`src/rtl/hazard_ctrl.sv`:
```
// Pipeline stall/flush controller: load-use, memory wait, taken-branch squash and halt drain.
// Optional perf counters are built when HAZARD_PERF_EN is defined.
module hazard_ctrl (
  input  logic        CLK,
  input  logic        RST,
  input  logic        ihit,
  input  logic        dhit,
  input  logic        dmemREN_out_3,
  input  logic        dmemWEN_out_3,
  input  logic        MemRead_out_2,
  input  logic [4:0]  wsel_out_2,
  input  logic [4:0]  rs_out_1,
  input  logic [4:0]  rt_out_1,
  input  logic        uses_rt_1,
  input  logic        PCSrc_out_3,
  input  logic        halt_out_4,
  output logic        pc_en,
  output logic        ifid_en,
  output logic        idex_en,
  output logic        exmem_en,
  output logic        memwb_en,
  output logic        ifid_flush,
  output logic        idex_flush,
  output logic        exmem_flush,
  output logic        halted,
  output logic [31:0] stall_cnt,
  output logic [31:0] flush_cnt
);

  typedef enum logic [1:0] {
    StRun   = 2'd0,
    StDwait = 2'd1,
    StHalt  = 2'd2
  } state_e;

  state_e r_state;
  state_e w_state_next;
  logic   r_run_ok;

  logic w_access;
  logic w_lvl_halt;
  logic w_lvl_dwait;
  logic w_lvl_branch;
  logic w_loaduse;
  logic w_active;

  assign w_access   = dmemREN_out_3 | dmemWEN_out_3;
  assign w_loaduse  = MemRead_out_2 && (wsel_out_2 != 5'd0) &&
                      ((wsel_out_2 == rs_out_1) || (uses_rt_1 && (wsel_out_2 == rt_out_1)));

  // Outputs stay quiet during reset and until the first edge after release.
  assign w_active     = r_run_ok && !RST;
  assign w_lvl_halt   = (r_state == StHalt) || halt_out_4;
  assign w_lvl_dwait  = (w_access || (r_state == StDwait)) && !dhit;
  assign w_lvl_branch = w_active && !w_lvl_halt && !w_lvl_dwait && PCSrc_out_3;

  always_ff @(posedge CLK or posedge RST) begin
    if (RST) begin
      r_state  <= StRun;
      r_run_ok <= 1'b0;
    end else begin
      r_state  <= w_state_next;
      r_run_ok <= 1'b1;
    end
  end

  always_comb begin
    w_state_next = r_state;
    if (halt_out_4) begin
      w_state_next = StHalt;
    end else begin
      unique case (r_state)
        StRun:   if (w_access && !dhit) w_state_next = StDwait;
        StDwait: if (dhit) w_state_next = StRun;
        StHalt:  w_state_next = StHalt;
        default: w_state_next = StRun;
      endcase
    end
  end

  always_comb begin
    pc_en       = 1'b0;
    ifid_en     = 1'b0;
    idex_en     = 1'b0;
    exmem_en    = 1'b0;
    memwb_en    = 1'b0;
    ifid_flush  = 1'b0;
    idex_flush  = 1'b0;
    exmem_flush = 1'b0;
    halted      = 1'b0;
    if (w_active) begin
      if (w_lvl_halt) begin
        halted = 1'b1;
      end else if (w_lvl_dwait) begin
        // Full freeze; a pending branch waits for the access to complete.
      end else if (w_lvl_branch) begin
        pc_en       = 1'b1;
        ifid_en     = 1'b1;
        idex_en     = 1'b1;
        exmem_en    = 1'b1;
        memwb_en    = 1'b1;
        ifid_flush  = 1'b1;
        idex_flush  = 1'b1;
        exmem_flush = 1'b1;
      end else if (w_loaduse) begin
        idex_en     = 1'b1;
        idex_flush  = 1'b1;
        exmem_en    = 1'b1;
        memwb_en    = 1'b1;
      end else if (!ihit) begin
        ifid_en     = 1'b1;
        ifid_flush  = 1'b1;
        idex_en     = 1'b1;
        exmem_en    = 1'b1;
        memwb_en    = 1'b1;
      end else begin
        pc_en       = 1'b1;
        ifid_en     = 1'b1;
        idex_en     = 1'b1;
        exmem_en    = 1'b1;
        memwb_en    = 1'b1;
      end
    end
  end

`ifdef HAZARD_PERF_EN
  logic [31:0] r_stall_cnt;
  logic [31:0] r_flush_cnt;
  logic        w_stall_evt;

  assign w_stall_evt = w_active && !pc_en && (r_state != StHalt);

  always_ff @(posedge CLK or posedge RST) begin
    if (RST) begin
      r_stall_cnt <= 32'd0;
      r_flush_cnt <= 32'd0;
    end else begin
      if (w_stall_evt) r_stall_cnt <= r_stall_cnt + 32'd1;
      if (w_lvl_branch) r_flush_cnt <= r_flush_cnt + 32'd1;
    end
  end

  assign stall_cnt = r_stall_cnt;
  assign flush_cnt = r_flush_cnt;
`else
  assign stall_cnt = 32'd0;
  assign flush_cnt = 32'd0;
`endif

endmodule
```
`config.mk`:
```
export PLATFORM = sky130hd
export DESIGN_NAME = hazard_ctrl
export DESIGN_NICKNAME = d
export VERILOG_FILES = /design/src/rtl/hazard_ctrl.sv
export SDC_FILE = /design/constraint.sdc
export NUM_CORES = 1
export LEC_CHECK = 0
export ABC_AREA = 1
export CAP_MARGIN = 25
export CORE_MARGIN = 10
export CORE_UTILIZATION = 31
export CTS_CLUSTER_DIAMETER = 200
export CTS_CLUSTER_SIZE = 24
export DETAILED_ROUTE_END_ITERATION = 10
export HOLD_SLACK_MARGIN = 0.02
export PLACE_DENSITY = 0.95
export SLEW_MARGIN = 40
export SYNTH_ARGS = -nofsm -noshare
export SYNTH_HDL_FRONTEND = slang
export SYNTH_SLANG_ARGS = --single-unit
```
`constraint.sdc`:
```
create_clock -name CLK -period 2.52 [get_ports CLK]
set_input_delay 0.504 -clock CLK [delete_from_list [all_inputs] [get_ports CLK]]
set_output_delay 0.504 -clock CLK [all_outputs]
set_load 0.01 [all_outputs]
```
==> out/metrics.csv <==
metric;value;unit
LEAKAGE;0.756;nW
area leader, netlist;buf_4;
RSZ-0062 raised after global routing;no;
most frequent cells in the layout;conb_1, nand2_1, inv_1, clkdlybuf4s50_1, nor2_1;
#FFs+latches synth;3;
CP peak stage delay;0.55;ns
Top Usage Layer GRT;met2;
Final Wtd Congestion;0.691;
worst min-delay path class;flop to flop;
Total Wirelength;2300;µm
achievable frequency;418;MHz
NetSw;106;µW
grt met3 use;0.0263;
combinational power share;0.488;
ratio of cells with drive above 1 in the final layout;0.0947;
slowest cell on the critical path;clkdlybuf4s50_1;
Vias/cell;3.44;
CTS buffer count;3;
mean area per synthesized cell;6.15;µm²
DRT Pass-1 Iters;4;
part of the power in registers;0.189;
worst reg2reg path endpoint;r_state[1]$_DFFE_PP0P_;
top post-synthesis cells by area;buf_4, nand2_1, inv_1;
setup slack, reg-to-reg;1.70;ns
CP Cell Sequence;clkdlybuf4s50_1 -> inv_1 -> o21ai_2 -> buf_4 -> inv_1 -> nor2_1 -> clkdlybuf4s50_1;
mapped cell area;935;µm²
num rows;19;
Initial Utilization;0.330;
DRT antenna net count;0;
# setup viols final;0;
r2r worst-path depth;2;
CP endpoint kind;output pin;
Yosys cell types;18;
placed insts;216;
startpoint types;input port;
gr usage total;0.0688;
post-DP HPWL;2220;µm
ratio of total power to cell area;237;nW/µm²
core footprint;2830;µm²
grt met1 use;0.0604;
crit share post-route;0.950;
worst flop-to-flop path startpoint;r_state[0]$_DFFE_PP0P_;
Worst Path Required;2.02;ns
Clock Tree Buf Depth;2;
hold endpoint;r_state[0]$_DFFE_PP0P_;
commonest non-fill, non-tap cell in the layout;conb_1;
switch share;0.405;
vias in the first global route;764;
Clk Latency, worst-skew pair;0.23;ns
CTS root buffer;clkbuf_4;
# diodes;0;
port bufs;33;
CP Class;input port to output pin;
CP arrival;1.89;ns
count of max-cap constraint violations;0;
overall power;262;µW
CTS Sinks;3;
GR Overflow Total;0;
die width;74.9;µm
Post-route DRC;0;
status;finished, final reports clean;
cts hold-fix bufs;0;
Non-Filler Instances;221;
final hold violation count;0;
met2 Use GR;0.137;
YS warnings;0;
DR iter-0 viols;14;
design internal power;156;µW
TritonCTS clock tree;done;
Buf/Inv on CP;5;
DIE HEIGHT;74.9;µm
largest net degree at the start of global routing;5;
largest fanout on the critical path;2;
Crit. path cell count;7;
Yosys top cell area share;0.530;
first-pass GRT wire length;3130;µm
DR vias;760;
Layout Nets;216;
synthesis-to-layout area growth;18.1;%
CP delay by family, top;buffers and inverters;
Routed WL per cell;10.4;µm
area of the die;5610;µm²
register area share after synthesis;0.0803;
IO Count;98;
hold path depth;3;
Hold WS;0.511;ns
VDD IR max;94.8;µV
Tmin final;2.40;ns
clock power share;0.323;
worst clock skew;0.000777;ns
Synth Instances;152;
antenna violations before repair;0;
H-tree depth;1;
Slew Limit Fails;0;
Reg clk slew, reported paths;0.04;ns
worst setup path startpoint;halt_out_4;
Hold Crit Start;r_state[1]$_DFFE_PP0P_;
cell families after synthesis:
family | after synthesis | share of synthesized area
compound gates | 5 | 0.0402
buf+inv | 92 | 0.635
flops | 3 | 0.0803
other cells | 2 | 0.00804
simple gates | 49 | 0.228
xor+xnor | 1 | 0.00937
flip-flops by register name, indices dropped and copies added (netlist names):
signal	cells
r_run_ok	1
r_state	2
power groups by stage:
stage	Sequential, mW	Clock, mW	Combinational, mW
floorplan	0.0500	0	0.146
global placement	0.0500	0	0.121
detailed placement	0.0501	0	0.124
CTS	0.0495	0.0892	0.124
global route	0.0495	0.0917	0.142
finish	0.0495	0.0845	0.128
worst max-delay path by stage:
stage          slack (ns)          end
2_1_floorplan        0.74  exmem_flush
3_3_place_gp        -0.17   idex_flush
3_5_place_dp        -0.18   idex_flush
4_1_cts              0.09        pc_en
5_1_grt              0.01      ifid_en
6_report             0.12       halted
metrics by stage:
step	util	worst slack [ns]	cell area [µm²]	setup TNS, ns
detailed placement	0.377	-0.176	1070	-0.698
global route	0.390	0.0120	1100	0
CTS	0.386	0.0853	1090	0
floorplan	-	0.739	1170	0
finish	0.390	0.125	1100	0
global placement	0.377	-0.169	1070	-0.633
cell usage after synthesis, drive strengths merged:
master / n
a21oi: 1
a311oi: 1
a31oi: 1
buf: 66
conb: 2
dfrtp: 3
inv: 26
nand2: 32
nand3: 3
nand4: 1
nor2: 12
nor3: 1
o21ai: 2
xnor2: 1
routing by layer:
layer  wire length [µm]  part of all wire
met5                  0                 0
met4                  0                 0
met3                275              0.12
met2               1180              0.51
met1                851              0.37
worst reg2reg max path, stage by stage (launching register included):
cell and delay, ns:
dfrtp_1 0.39, o21ai_2 0.22, buf_4 0.15
layout make-up:
type                       count  area, µm²
clock buffer                   4       26.3
fill                         305       1730
inverter                      26       97.6
multi-input combinational    120        503
sequential                     3       75.1
tap                           31       38.8
timing repair buffer          37        363
what timing repair did:
item	CTS	global route
gates resized for setup	8	5
pin swaps	1	0
setup endpoints to repair	5	4
buffers inserted	1	0
Power figures use the tool's default switching activity.
